**config.mk**
```make
export PLATFORM = sky130hd
export DESIGN_NAME = dice_roll_ctrl
export DESIGN_NICKNAME = d
export VERILOG_FILES = /design/src/rtl/dice_roll_ctrl.sv
export SDC_FILE = /design/constraint.sdc
export NUM_CORES = 1
export LEC_CHECK = 0
export CELL_PAD_IN_SITES_DETAIL_PLACEMENT = 0
export CELL_PAD_IN_SITES_GLOBAL_PLACEMENT = 2
export CORE_MARGIN = 3
export CORE_UTILIZATION = 37
export CTS_CLUSTER_SIZE = 12
export DETAILED_ROUTE_END_ITERATION = 10
export GPL_TIMING_DRIVEN = 1
export PLACE_DENSITY = 0.72
export SYNTH_ARGS = -nofsm -noshare
export SYNTH_HDL_FRONTEND = slang
export SYNTH_SLANG_ARGS = --single-unit
```
**constraint.sdc**
```tcl
create_clock -name clk -period 3.6 [get_ports clk]
set_clock_uncertainty 0.15 [all_clocks]
set_input_delay 0.72 -clock clk [delete_from_list [all_inputs] [get_ports clk]]
set_output_delay 0.72 -clock clk [all_outputs]
set_load 0.05 [all_outputs]
```
**src/rtl/dice_roll_ctrl.sv**
```systemverilog
// Dice roll sequencer: synchronizes and debounces six die-select buttons, grants one
// roll at a time, drives the BCD counter through a hold phase and a decelerating coast,
// then flags the settled result.
module dice_roll_ctrl #(
    parameter int unsigned DEB_CYCLES  = 64,
    parameter int unsigned COAST_STEPS = 8
) (
    input  logic       clk,
    input  logic       rst,
    input  logic [5:0] btn_raw,
    output logic [2:0] die_sel,
    output logic       cnt_load,
    output logic       cnt_step,
    output logic       busy,
    output logic       result_valid
);

    localparam logic [7:0] DebLast   = 8'(DEB_CYCLES - 1);
    localparam logic [3:0] StepsLast = 4'(COAST_STEPS - 1);

    typedef enum logic [1:0] {StIdle, StRoll, StCoast, StShow} state_e;

    logic [5:0]      r_sync1;
    logic [5:0]      r_sync2;
    logic [5:0]      r_db;
    logic [5:0]      r_db_prev;
    logic [5:0]      r_pe;
    logic [5:0][7:0] r_stab;
    logic [5:0]      w_db_d;
    logic [5:0][7:0] w_stab_d;

    state_e          r_state;
    state_e          w_state_d;
    logic [2:0]      r_die_sel;
    logic            r_load;
    logic [7:0]      r_interval;
    logic [7:0]      r_wait;
    logic [3:0]      r_steps;

    logic [2:0]      w_grant;
    logic            w_any_pe;
    logic            w_start;
    logic            w_db_g;
    logic            w_coast_pulse;
    logic [7:0]      w_interval_next;

    // Two-flop synchronizer on every button.
    always_ff @(posedge clk or posedge rst) begin
        if (rst) begin
            r_sync1 <= '0;
            r_sync2 <= '0;
        end else begin
            r_sync1 <= btn_raw;
            r_sync2 <= r_sync1;
        end
    end

    // Debounce next level: flip only after DEB_CYCLES consecutive differing samples.
    always_comb begin
        w_db_d   = r_db;
        w_stab_d = r_stab;
        for (int i = 0; i < 6; i++) begin
            if (r_sync2[i] == r_db[i]) begin
                w_stab_d[i] = '0;
            end else if (r_stab[i] == DebLast) begin
                w_db_d[i]   = ~r_db[i];
                w_stab_d[i] = '0;
            end else begin
                w_stab_d[i] = r_stab[i] + 8'd1;
            end
        end
    end

    // Debounced levels and registered one-cycle press events.
    always_ff @(posedge clk or posedge rst) begin
        if (rst) begin
            r_db      <= '0;
            r_stab    <= '0;
            r_db_prev <= '0;
            r_pe      <= '0;
        end else begin
            r_db      <= w_db_d;
            r_stab    <= w_stab_d;
            r_db_prev <= r_db;
            r_pe      <= r_db & ~r_db_prev;
        end
    end

    // Lowest-index press event wins the grant.
    always_comb begin
        w_grant = '0;
        for (int i = 5; i >= 0; i--) begin
            if (r_pe[i]) begin
                w_grant = 3'(i);
            end
        end
    end

    assign w_any_pe        = |r_pe;
    assign w_start         = ((r_state == StIdle) || (r_state == StShow)) && w_any_pe;
    // Look at the level being written this edge so the state enters COAST the same edge
    // the granted button's debounced level falls.
    assign w_db_g          = w_db_d[r_die_sel];
    assign w_coast_pulse   = (r_state == StCoast) && (r_wait == 8'd0);
    assign w_interval_next = r_interval[7] ? 8'd128 : {r_interval[6:0], 1'b0};

    // FSM state register.
    always_ff @(posedge clk or posedge rst) begin
        if (rst) begin
            r_state <= StIdle;
        end else begin
            r_state <= w_state_d;
        end
    end

    // FSM next-state logic.
    always_comb begin
        w_state_d = r_state;
        case (r_state)
            StIdle, StShow: begin
                if (w_any_pe) begin
                    w_state_d = StRoll;
                end
            end
            StRoll: begin
                if (!w_db_g) begin
                    w_state_d = StCoast;
                end
            end
            StCoast: begin
                if (w_coast_pulse && (r_steps == StepsLast)) begin
                    w_state_d = StShow;
                end
            end
            default: w_state_d = StIdle;
        endcase
    end

    // Grant capture, load pulse and coast timing (wait counts down to zero, then pulses).
    always_ff @(posedge clk or posedge rst) begin
        if (rst) begin
            r_die_sel  <= '0;
            r_load     <= 1'b0;
            r_interval <= 8'd1;
            r_wait     <= 8'd1;
            r_steps    <= '0;
        end else begin
            r_load <= w_start;
            if (w_start) begin
                r_die_sel <= w_grant;
            end
            if ((r_state == StRoll) && !w_db_g) begin
                r_interval <= 8'd1;
                r_wait     <= 8'd1;
                r_steps    <= '0;
            end else if (w_coast_pulse) begin
                r_interval <= w_interval_next;
                r_wait     <= w_interval_next - 8'd1;
                r_steps    <= r_steps + 4'd1;
            end else if (r_state == StCoast) begin
                r_wait <= r_wait - 8'd1;
            end
        end
    end

    // Outputs decoded from registered state only.
    always_comb begin
        die_sel      = r_die_sel;
        cnt_load     = r_load;
        busy         = (r_state == StRoll) || (r_state == StCoast);
        result_valid = (r_state == StShow);
        cnt_step     = ((r_state == StRoll) && !r_load && r_db[r_die_sel]) || w_coast_pulse;
    end

endmodule

```
==> run metrics, run 1 <==
post-route ant nets=0; share of post-route cells with drive strength above 1=0.100; nature of the critical path startpoint=flop; leak pwr=2.48 nW; register area share after synthesis=0.557; Post-Synthesis Net Count=451; Tot Pwr=2.38 mW; post-route cell area=5380 µm²; CTS tree=done; largest net degree at the start of global routing=59; Final Max Slew Viols=0; Synth async-reset ratio=1.00; dpl ws=0.579 ns; Worst-Margin Slew=0.710 ns; Seq cells post-synth=104; I/O pins=15; synth warn=0; mux cell area share after synthesis=0.0305; DRC=0; die outline height=118 µm; crit-path cells=inv_1, ha_1, or3b_2, or3_1, o31ai_1, buf_12; DP HPWL=5860 µm; number of global-route vias before repair=3085; initial antenna violation count=0; n_diodes=0; RSZ-0062 raised after global routing=no; Detailed Route WL=8470 µm; Mapped Area=4680 µm²; critical path arrival=2.46 ns; Initial DRC Count=102; routability cong.=0.758; Fmax=0.300 GHz; post-synthesis xor/xnor area fraction=0.0936; hold crit path type=flop to flop; Rows=40; Avg WL per Cell=13.5 µm; Worst-path clk slew=0.07 ns; Synth area leader=dfrtp_1; grt ovf=0; CP peak stage delay=0.55 ns; post-cts resize count=0; Final Hold Fails=0; synth unique cells=54; CP top delay family=simple AND/OR/NAND/NOR gates; CP Data Required Time=2.73 ns; critical path's slowest cell=or3b_2; cells after synthesis=431; via density per instance=4.84; global-route wire length before repair=15100 µm; port bufs=14; starting density of the core=0.385; Slew headroom=0.515; Simple-Gate Fraction of Synth Area=0.197; final period utilization=0.926; post-synth top area share=0.546; Fin Setup TNS=0 ns; Non-Filler Instances=626; Fin Hold WS=0.198 ns; Clock Tree Buf Depth=2; Bufs and invs on worst path=2; most common library cells after synthesis=102 x dfrtp_1, 72 x nor2_1, 34 x nand2_1, 32 x xor2_1, 26 x nand3_1; compound-cell area share of the yosys netlist=0.0690; number of synthesized flops with an enable pin=0; WS Path Type=flop to output pin; Peak VDD IR=0.000363 V; max_cap viols=0; CTS Root Cell=clkbuf_16; Hold Buf Count CTS=0; Post-Synth Adder-Cell Area=0.0321; placed cell areas=5040 µm²; NumNets Final=473; Pre-antenna DRT Iters=4; via count=3029; CP Capture Type=output pin; largest cells by area after synthesis=dfrtp_1 55%, xor2_1 6.0%, nor2_1 5.8%, xnor2_1 3.4%, ha_1 3.2%; crit-path max FO=10; ys flop type=dfrtp_1; Final min period=3.33 ns; Die Area=14000 µm²; Setup Viol. Count Final=0; placed insts=610; Post-CTS Setup Bufs=0; clk sink count=104; most frequent cell after synthesis=dfrtp_1; Core Util, Final=0.442; largest family of logic cells by synthesized area=simple AND/OR/NAND/NOR gates; TritonCTS buffer count=9; core area=12200 µm²; Post-Syn Area per Cell=10.9 µm²; pwr/cell area=444 nW/µm²; Die Wd=118 µm; synth-to-layout area growth=15.0%; H-tree depth=3; later-pin clock latency in the skew report=0.35 ns; All-Layer GR Usage=0.133; status=finished clean; smallest setup slack after layout=0.266 ns
-- path summary, 6_finish.rpt --
check                      cells after the start         end  startpoint  slack (ns)
hold / removal                                 0  r_sync2[3]  r_sync1[3]        0.20
setup reg to reg                              12   r_wait[6]  r_state[0]        0.61
min in group asynchronous                      2  r_sync2[4]         rst        0.70
hold reg to reg                                0  r_sync2[3]  r_sync1[3]        0.20
setup / recovery                               6    cnt_step  r_state[0]        0.27
max in group asynchronous                      3  r_stab[13]         rst        1.91
-- state kept, by name, indices dropped and copies added (netlist names) --
signal,cells
cnt_load,1
die_sel,3
r_db,6
r_db_prev,6
r_interval,8
r_pe,6
r_stab,48
r_state,2
r_steps,4
r_sync1,6
r_sync2,6
r_wait,8
-- metal layers --
metal / vias to the layer above / wire [µm] / global-route usage
met3: 9 / 275 / 0.0469
met4: 0 / 79 / 0.0355
li1: 1509 / - / -
met2: 27 / 3970 / 0.209
met1: 1484 / 4140 / 0.176
met5: - / 0 / 0
-- layout by cell type, fill, tap and decap left out, drive strengths merged, types with 10 or more instances in the layout --
| cell type | count |
|---|---|
| dfrtp | 102 |
| nor2 | 72 |
| nand2 | 34 |
| xor2 | 32 |
| nand3 | 27 |
| xnor2 | 18 |
| inv | 18 |
| a21oi | 14 |
| clkdlybuf4s50 | 13 |
| ha | 12 |
| nor2b | 10 |
| clkbuf | 10 |
| nor3 | 10 |
-- kinds of logic after synthesis --
group	count (synthesis)
compound gates	44
fa+ha+maj	12
simple gates	187
buf+inv	22
xor+xnor	50
flops	104
mux	12
-- power by group --
group	switching, mW	leakage (nW)	internal (mW)
clock network	0.457	0.162	0.639
registers	0.0231	1.40	1.19
logic	0.0456	0.911	0.0300
-- area by class of cell --
cell class	count	area [µm²]
Tap cell	168	210
Sequential cell	104	2610
Inverter	15	58.8
Multi-Input combinational cell	305	1970
Timing Repair Buffer	18	193
Clock buffer	10	239
Fill cell	1184	6790
Clock inverter	6	96.3
(Power assumes the default switching activity.)
==> run 2: changes to the inputs <==
--- a/config.mk
+++ b/config.mk
@@ -8,11 +8,11 @@
 export CELL_PAD_IN_SITES_DETAIL_PLACEMENT = 0
 export CELL_PAD_IN_SITES_GLOBAL_PLACEMENT = 2
 export CORE_MARGIN = 3
-export CORE_UTILIZATION = 37
+export CORE_UTILIZATION = 41
 export CTS_CLUSTER_SIZE = 12
 export DETAILED_ROUTE_END_ITERATION = 10
 export GPL_TIMING_DRIVEN = 1
-export PLACE_DENSITY = 0.72
+export PLACE_DENSITY = 0.76
 export SYNTH_ARGS = -nofsm -noshare
 export SYNTH_HDL_FRONTEND = slang
 export SYNTH_SLANG_ARGS = --single-unit
==> constraint.sdc (replaced) <==
create_clock -name clk -period 3.8 [get_ports clk]
set_clock_uncertainty 0.15 [all_clocks]
set_input_delay 0.76 -clock clk [delete_from_list [all_inputs] [get_ports clk]]
set_output_delay 0.76 -clock clk [all_outputs]
set_load 0.05 [all_outputs]
==> run 2 against run 1 <==
Global-route usage grew 1.3 points. Sequential share of layout area is 0.81 points higher. Via count is 0.63% lower. Combinational power fell by 5.0%. Worst setup slack improved by 0.0051 ns. Non-clock buffer count fell by 1. Die area shrank 9.3%. First-iteration DRC count increased by 18%. Core utilization is 3.9 points higher. Critical path type unchanged.
==> run metrics, run 2 (synthesized netlist as in run 1, its figures left out) <==
DRC=0; clk sink count=104; port bufs=14; post-route ant nets=0; share of post-route cells with drive strength above 1=0.0985; post-route cell area=5290 µm²; Fin Setup TNS=0 ns; Die Wd=113 µm; Final Max Slew Viols=0; later-pin clock latency in the skew report=0.34 ns; Die Area=12700 µm²; hold crit path type=flop to flop; CTS Root Cell=clkbuf_16; Fin Hold WS=0.208 ns; grt ovf=0; RSZ-0062 raised after global routing=no; Worst-path clk slew=0.07 ns; Sw Share=0.230; global-route wire length before repair=15300 µm; pwr/cell area=400 nW/µm²; placed cell areas=5000 µm²; sequential share of power=0.544; number of global-route vias before repair=3170; starting density of the core=0.426; Post-CTS Setup Bufs=0; most common cell after layout, fill and taps aside=dfrtp_1; WS Path Type=flop to output pin; die outline height=113 µm; largest net degree at the start of global routing=47; cell internal pwr=1.63 mW; status=finished clean; FILL cells=1038; via density per instance=5.04; All-Layer GR Usage=0.147; Initial DRC Count=120; H-tree depth=3; max_cap viols=0; Peak VDD IR=0.000243 V; Top Registers=r_stab: 48 flops, r_interval: 8 flops, r_wait: 8 flops; post-cts resize count=0; CTS tree=done; NumNets Final=472; routability cong.=0.771; Clock Tree Buf Depth=2; Avg WL per Cell=14.0 µm; final period utilization=0.929; CP Capture Type=output pin; DP HPWL=5830 µm; Slew headroom=0.434; largest register by flop count=r_stab; register area=2610 µm²; Detailed Route WL=8360 µm; critical path arrival=2.62 ns; Worst-Margin Slew=0.828 ns; Rows=38; initial antenna violation count=0; leak pwr=2.45 nW; max reg flops=48; area occupied by multi-input gates=1970 µm²; Pre-antenna DRT Iters=4; nature of the critical path startpoint=flop; crit-path max FO=10; Comb pwr share=0.034; NetSw=0.486 mW; most frequent cells in the layout=102 x dfrtp_1, 72 x nor2_1, 34 x nand2_1, 32 x xor2_1, 26 x nand3_1; Hold Buf Count CTS=0; I/O pins=15; Fmax=0.283 GHz; synth-to-layout area growth=13.1%; Setup Viol. Count Final=0; Final Hold Fails=0; CP Data Required Time=2.89 ns; clock network power share=0.422; n_diodes=0; via count=3010; Final min period=3.53 ns; core area=11000 µm²; TritonCTS buffer count=9
run 2: metal layers:
layer | wire (µm) | up-vias | global-route usage
met3 | 232 | 6 | 0.0433
met2 | 3990 | 30 | 0.243
li1 | - | 1505 | -
met4 | 70 | 0 | 0.0288
met5 | 0 | - | 0
met1 | 4060 | 1469 | 0.193
run 2: metrics by stage:
step	instances	setup slack, ns	utilization	total power, mW
after floorplan	431	0.161	-	1.22
after global placement	581	0.659	0.455	1.24
after detailed placement	581	0.619	0.455	1.25
after CTS	597	0.239	0.481	2.16
after global routing	597	0.0991	0.481	2.21
final	597	0.271	0.481	2.11
run 2: final cells by class:
cell class	instances	area share
Inverter	15	0.0111
Clock inverter	6	0.00947
Sequential cell	104	0.493
Tap cell	140	0.0331
Clock buffer	10	0.0452
Timing Repair Buffer	17	0.0350
Multi-Input combinational cell	305	0.373
run 2: worst paths after layout:
path | start | endpoint | slack (ns) | cells after the start
worst max-delay path | r_state[0] | cnt_step | 0.27 | 6
worst min-delay path | r_sync1[4] | r_sync2[4] | 0.21 | 0
worst max register to register | r_state[0] | r_wait[6] | 0.81 | 12
worst min register to register | r_sync1[4] | r_sync2[4] | 0.21 | 0
max in group asynchronous | rst | r_interval[0] | 2.18 | 3
min in group asynchronous | rst | r_stab[37] | 0.64 | 2
run 2: critical path, stage by stage (launching register included):
cell,delay [ns]
dfrtp_1,0.42
inv_1,0.09
ha_1,0.36
or3b_2,0.55
or3_1,0.48
o31ai_1,0.18
buf_12,0.19
run 2: power by group through the flow:
stage / Clock, mW / Combinational [mW] / Sequential, mW
after detailed placement: 0 / 0.0749 / 1.17
after global routing: 0.973 / 0.0845 / 1.15
after global placement: 0 / 0.0739 / 1.17
after floorplan: 0 / 0.0491 / 1.17
final: 0.892 / 0.0718 / 1.15
after CTS: 0.933 / 0.0755 / 1.15
==> RTL change 1, RTL diff (config.mk and constraints of run 1) <==
Register the output `cnt_step`, cleared by the reset; this adds one clock of latency there. The other outputs are not delayed to match.
--- a/src/rtl/dice_roll_ctrl.sv
+++ b/src/rtl/dice_roll_ctrl.sv
@@ -21,2 +21,4 @@
     typedef enum logic [1:0] {StIdle, StRoll, StCoast, StShow} state_e;
+
+    logic cnt_step_d;
 
@@ -171,3 +173,11 @@
         result_valid = (r_state == StShow);
-        cnt_step     = ((r_state == StRoll) && !r_load && r_db[r_die_sel]) || w_coast_pulse;
+        cnt_step_d   = ((r_state == StRoll) && !r_load && r_db[r_die_sel]) || w_coast_pulse;
+    end
+
+    always_ff @(posedge clk or posedge rst) begin
+        if (rst) begin
+            cnt_step <= '0;
+        end else begin
+            cnt_step <= cnt_step_d;
+        end
     end
Behaviour: same outputs for any inputs over 10 cycles, from zero or initial values and one cycle with rst high; that may be too few to reach the edited logic, so the function may still have changed.
==> RTL change 1 against run 1 <==
  * Area after synthesis up 0.54%
  * Sequential cell count increased by 1
  * Largest cell class unchanged
  * Setup slack improved by 0.33 ns
  * Sequential share of layout area is 0.74 points higher
  * Wire length shrank 0.98%
  * Cell area fell by 0.56%
  * Power fell by 3.5%
==> RTL change 1: results (changes against run 1) <==
stage	metric	value	unit	change
run_status	status	complete, no violations		
grt	vias in the first global route	3147		+2.0%
timing	worst slew pin tran	0.744	ns	+0.0343 ns
synthesis	sequential area share after synthesis	55.9	%	+0.24 points
clock_tree	Clock Tree Root	clkbuf_16		
setup_path	Worst EP arrival	2.14	ns	-0.32 ns
worst_hold_path	Worst Hold Class	flip-flop to flip-flop		
pwr	VDD IR max	0.335	mV	-7.7%
drt	final WL	8380	µm	-0.98%
grt	largest net degree at the start of global routing	106		+80%
synthesis	adder and majority gate portion of the synthesized area	3.19	%	-0.017 points
synthesis	syn_nets	452		+0.22%
synthesis	post-synthesis cell type count	54		unchanged
clock_tree	Reg clk slew, reported paths	0.07	ns	about the same
place	post-DP HPWL	5610	µm	-4.3%
grt	first-pass GRT wire length	15000	µm	-0.32%
synthesis	top cells by area, synth	dfrtp_1 (55%), xor2_1 (6.0%), nor2_1 (5.7%)		
place	DP Worst Slack	0.652	ns	+0.0735 ns
synthesis	multiplexer share of the synthesized area	3.03	%	-0.016 points
cells_and_area	final net count	472		-0.21%
setup_path	max incr delay on CP	0.80	ns	+0.25 ns
drt	1st-iter DRT viols	209		+100%
drt	DR vias	3043		+0.46%
synthesis	Post-synth top cells	dfrtp_1 (103), nor2_1 (72), nand2_1 (34)		
place	Placer Congestion	0.763		+0.59%
synthesis	Compound-Gate Fraction of Synth Area	6.87	%	-0.037 points
synthesis	area share of the largest cell type after synthesis	54.8	%	+0.24 points
synthesis	synth warn	0		unchanged
cells_and_area	layout cells sized above 1	9.19	%	-0.85 points
setup_path	crit path max fanout	7		-3
grt	GRT Resource Usage Total	13.2	%	-0.11 points
pwr	Lkg Pwr	2.46	nW	-0.61%
synthesis	Post-Synth XOR/XNOR Area	9.31	%	-0.050 points
clock_tree	H-tree depth	3		unchanged
place	I/O Buffers	14		unchanged
setup_path	worst-path cell with the longest stage delay	clkdlybuf4s50_1		
[RTL change 1: changes by cell type in the layout (fill, tap and decap cells not counted), sizes merged]
cell | run 1 | this run
buf | 5 | 2
clkinv | 0 | 2
inv | 18 | 16
bufinv | 2 | 1
clkbuf | 10 | 11
clkdlybuf4s50 | 13 | 14
dfrtp | 102 | 103
[RTL change 1: layout make-up]
class                           instances  area [µm²]
Fill cell                            1210        6870
Sequential cell                       105        2630
Multi-Input combinational cell        305        1970
Clock buffer                           11         243
Tap cell                              168         210
Timing Repair Buffer                   16         168
Clock inverter                          5        61.3
Inverter                               15        60.1
[RTL change 1: critical path, delay by kind of cell, from the launching register on]
family	cells	cell delay (ns)
buf+inv	3	0.99
flops	1	0.40
fa+ha+maj	1	0.40
[RTL change 1: final timing paths]
| check | endpoint | start | cells past startpoint | slack (ns) |
|---|---|---|---|---|
| worst min-delay path | r_sync2[3] | r_sync1[3] | 0 | 0.20 |
| worst max register to register | r_wait[6] | r_state[0] | 12 | 0.64 |
| max in group asynchronous | r_wait[0] | rst | 3 | 2.16 |
| min in group asynchronous | r_stab[0] | rst | 3 | 0.70 |
| worst max-delay path | busy | r_state[0] | 4 | 0.59 |
| worst min register to register | r_sync2[3] | r_sync1[3] | 0 | 0.20 |
[RTL change 1: cell families (layout without fill, tap and decap cells)]
family | after synthesis | count (layout)
flip-flops | 105 | 105
AO/OA/AOI/OAI | 44 | 44
adder cells (fa/ha/maj) | 12 | 12
AND/OR/NAND/NOR | 187 | 187
XOR/XNOR | 50 | 50
multiplexers | 12 | 12
buffers and inverters | 22 | 47
[RTL change 1: power breakdown]
| part | total (W) | switching, W | internal (W) |
|---|---|---|---|
| logic | 0.0000749 | 0.0000456 | 0.0000293 |
| clock network | 0.00100 | 0.000438 | 0.000563 |
| registers | 0.00123 | 0.0000233 | 0.00120 |
| total | 0.00230 | 0.000507 | 0.00180 |
[RTL change 1: metal layers]
| layer | vias to the layer above | global-route usage [%] | wire (µm) |
|---|---|---|---|
| met4 | 0 | 5.00 | 155 |
| met5 | - | 0 | 0 |
| met1 | 1490 | 17.1 | 4040 |
| met2 | 36 | 20.8 | 3920 |
| li1 | 1508 | - | - |
| met3 | 9 | 4.21 | 264 |
[RTL change 1: per-stage QoR]
stage | instance area, µm² | std cells | power [W]
finish | 5350 | 625 | 0.00230
global route | 5350 | 625 | 0.00242
CTS | 5350 | 625 | 0.00235
detailed placement | 5040 | 609 | 0.00133
global placement | 5040 | 609 | 0.00133
floorplan | 4710 | 432 | 0.00130
==> RTL change 2, RTL diff (flow settings as in run 1) <==
Made on the original files. Set the parameter `DEB_CYCLES` to 32 (it was 64).
--- a/src/rtl/dice_roll_ctrl.sv
+++ b/src/rtl/dice_roll_ctrl.sv
@@ -4,3 +4,3 @@
 module dice_roll_ctrl #(
-    parameter int unsigned DEB_CYCLES  = 64,
+    parameter int unsigned DEB_CYCLES  = 32,
     parameter int unsigned COAST_STEPS = 8
Check against the original RTL: same outputs for any inputs over 10 cycles, from zero or initial values and one cycle with rst high; that may be too few to reach the edited logic, so the function may still have changed.
==> RTL change 2 against run 1 <==
  * Sequential cell count is the same
  * Area after synthesis shrank 1.1%
  * Utilization shrank 0.48 points
  * Register-to-register slack gained 0.29 ns
  * Global-route usage shrank 0.080 points
  * Sequential share of layout area grew 0.73 points
  * Setup slack gained 0.29 ns
  * Die area shrank 1.1%
  * Wire length grew 1.0%
  * Via count grew 1.0%
  * Cell area shrank 1.5%
  * Largest cell class unchanged
  * First-iteration DRC count grew 41%
Power is not compared: it rests on default switching activity, and its combinational part moved more than twofold at a synthesized area within 25%.
==> RTL change 2: results (changes against run 1) <==
stage	metric	value	unit	change
cells_and_area	fin cells	634		+1.3%
grt	initial antenna violation count	0		unchanged
setup_path	crit path max fanout	12		+2
cells_and_area	antenna cells	0		unchanged
drt	1st-iter DRT viols	144		+41%
run_status	status	complete, no violations		
setup_path	Crit path max-delay family	buffers and inverters		
setup_path	max incr delay on CP	0.41	ns	-0.14 ns
setup_path	Worst EP arrival	2.17	ns	-0.29 ns
grt	first-pass GRT wire length	14900	µm	-1.5%
place	Placer Congestion	0.764		+0.79%
setup_path	worst-path cell with the longest stage delay	dfrtp_1		
grt	vias in the first global route	3044		-1.3%
grt	GR Util met1	17.0	%	-0.58 points
synthesis	syn_nets	454		+0.67%
worst_hold_path	Worst Hold Class	flip-flop to flip-flop		
grt	met3 usage in global routing	3.65	%	-1.0 points
synthesis	Post-synth top cells	dfrtp_1 (102), nor2_1 (65), nand2_1 (33)		
place	DP Area	5010	µm²	-0.67%
grt	largest net degree at the start of global routing	44		-25%
cells_and_area	layout cells sized above 1	8.15	%	-1.9 points
drt	routed length per instance	13.5	µm	-0.24%
place	DP Worst Slack	0.891	ns	+0.313 ns
synthesis	top cells by area, synth	dfrtp_1 (55%), nor2_1 (5.3%), xor2_1 (4.9%)		
grt	met2 global-route usage	21.4	%	+0.44 points
synthesis	sequential area share after synthesis	56.3	%	+0.63 points
cells_and_area	Filler Cell Count	1178		-0.51%
clock_tree	worst skew pair latency	0.36	ns	
place	post-DP HPWL	6040	µm	+3.0%
place	# placed instances	618		+1.3%
grt	GRT Resource Usage Total	13.3	%	-0.080 points
synthesis	syn avg cell area	10.7	µm²	-1.8%
synthesis	post-synthesis cell type count	47		-13%
clock_tree	clk buf depth	2		unchanged
timing	worst slew pin tran	0.618	ns	-0.0916 ns
drt	Via density	4.83		-0.25%
cells_and_area	final net count	481		+1.7%
-- RTL change 2: per-layer routing --
metal,wire length (µm),part of all wire [%]
met5,0,0
met4,141,1.6
met3,205,2.4
met2,4090,48
met1,4120,48
-- RTL change 2: layout make-up --
type / count / area [µm²] / area share, %
multi-input cells: 303 / 1910 / 36.1
repair buffers: 23 / 205 / 3.87
well taps: 168 / 210 / 3.97
clock buffers: 10 / 239 / 4.51
clock inverters: 6 / 50.0 / 0.945
flip-flops and latches: 104 / 2610 / 49.2
inverters: 20 / 77.6 / 1.46
-- RTL change 2: final timing paths --
kind                                 start       endpoint  slack, ns  cells past startpoint
worst max-delay path            r_state[0]       cnt_step       0.56                      7
worst min-delay path            r_sync1[2]     r_sync2[2]       0.20                      0
worst max register to register  r_state[0]      r_wait[4]       0.90                     11
worst min register to register  r_sync1[2]     r_sync2[2]       0.20                      0
max in group asynchronous              rst  r_interval[0]       1.96                      3
min in group asynchronous              rst     r_sync2[2]       0.60                      2
-- RTL change 2: logic make-up after synthesis --
group                      after synthesis  share of synthesized area [%]
buffers and inverters                   27                           2.38
xor gates and xnor gates                46                           8.71
DFF                                    104                           56.3
and+or+nand+nor                        180                           18.7
adders and majority gates               12                           3.25
AOI/OAI and AO/OA                       53                           7.63
muxes                                   12                           3.00
-- RTL change 2: power by group through the flow --
stage | clock network (W) | registers [W] | logic [W]
2_1_floorplan | 0 | 0.00129 | 0.000217
3_3_place_gp | 0 | 0.00131 | 0.000315
3_5_place_dp | 0 | 0.00131 | 0.000312
4_1_cts | 0.000992 | 0.00129 | 0.000315
5_1_grt | 0.00103 | 0.00130 | 0.000356
6_report | 0.000953 | 0.00129 | 0.000312
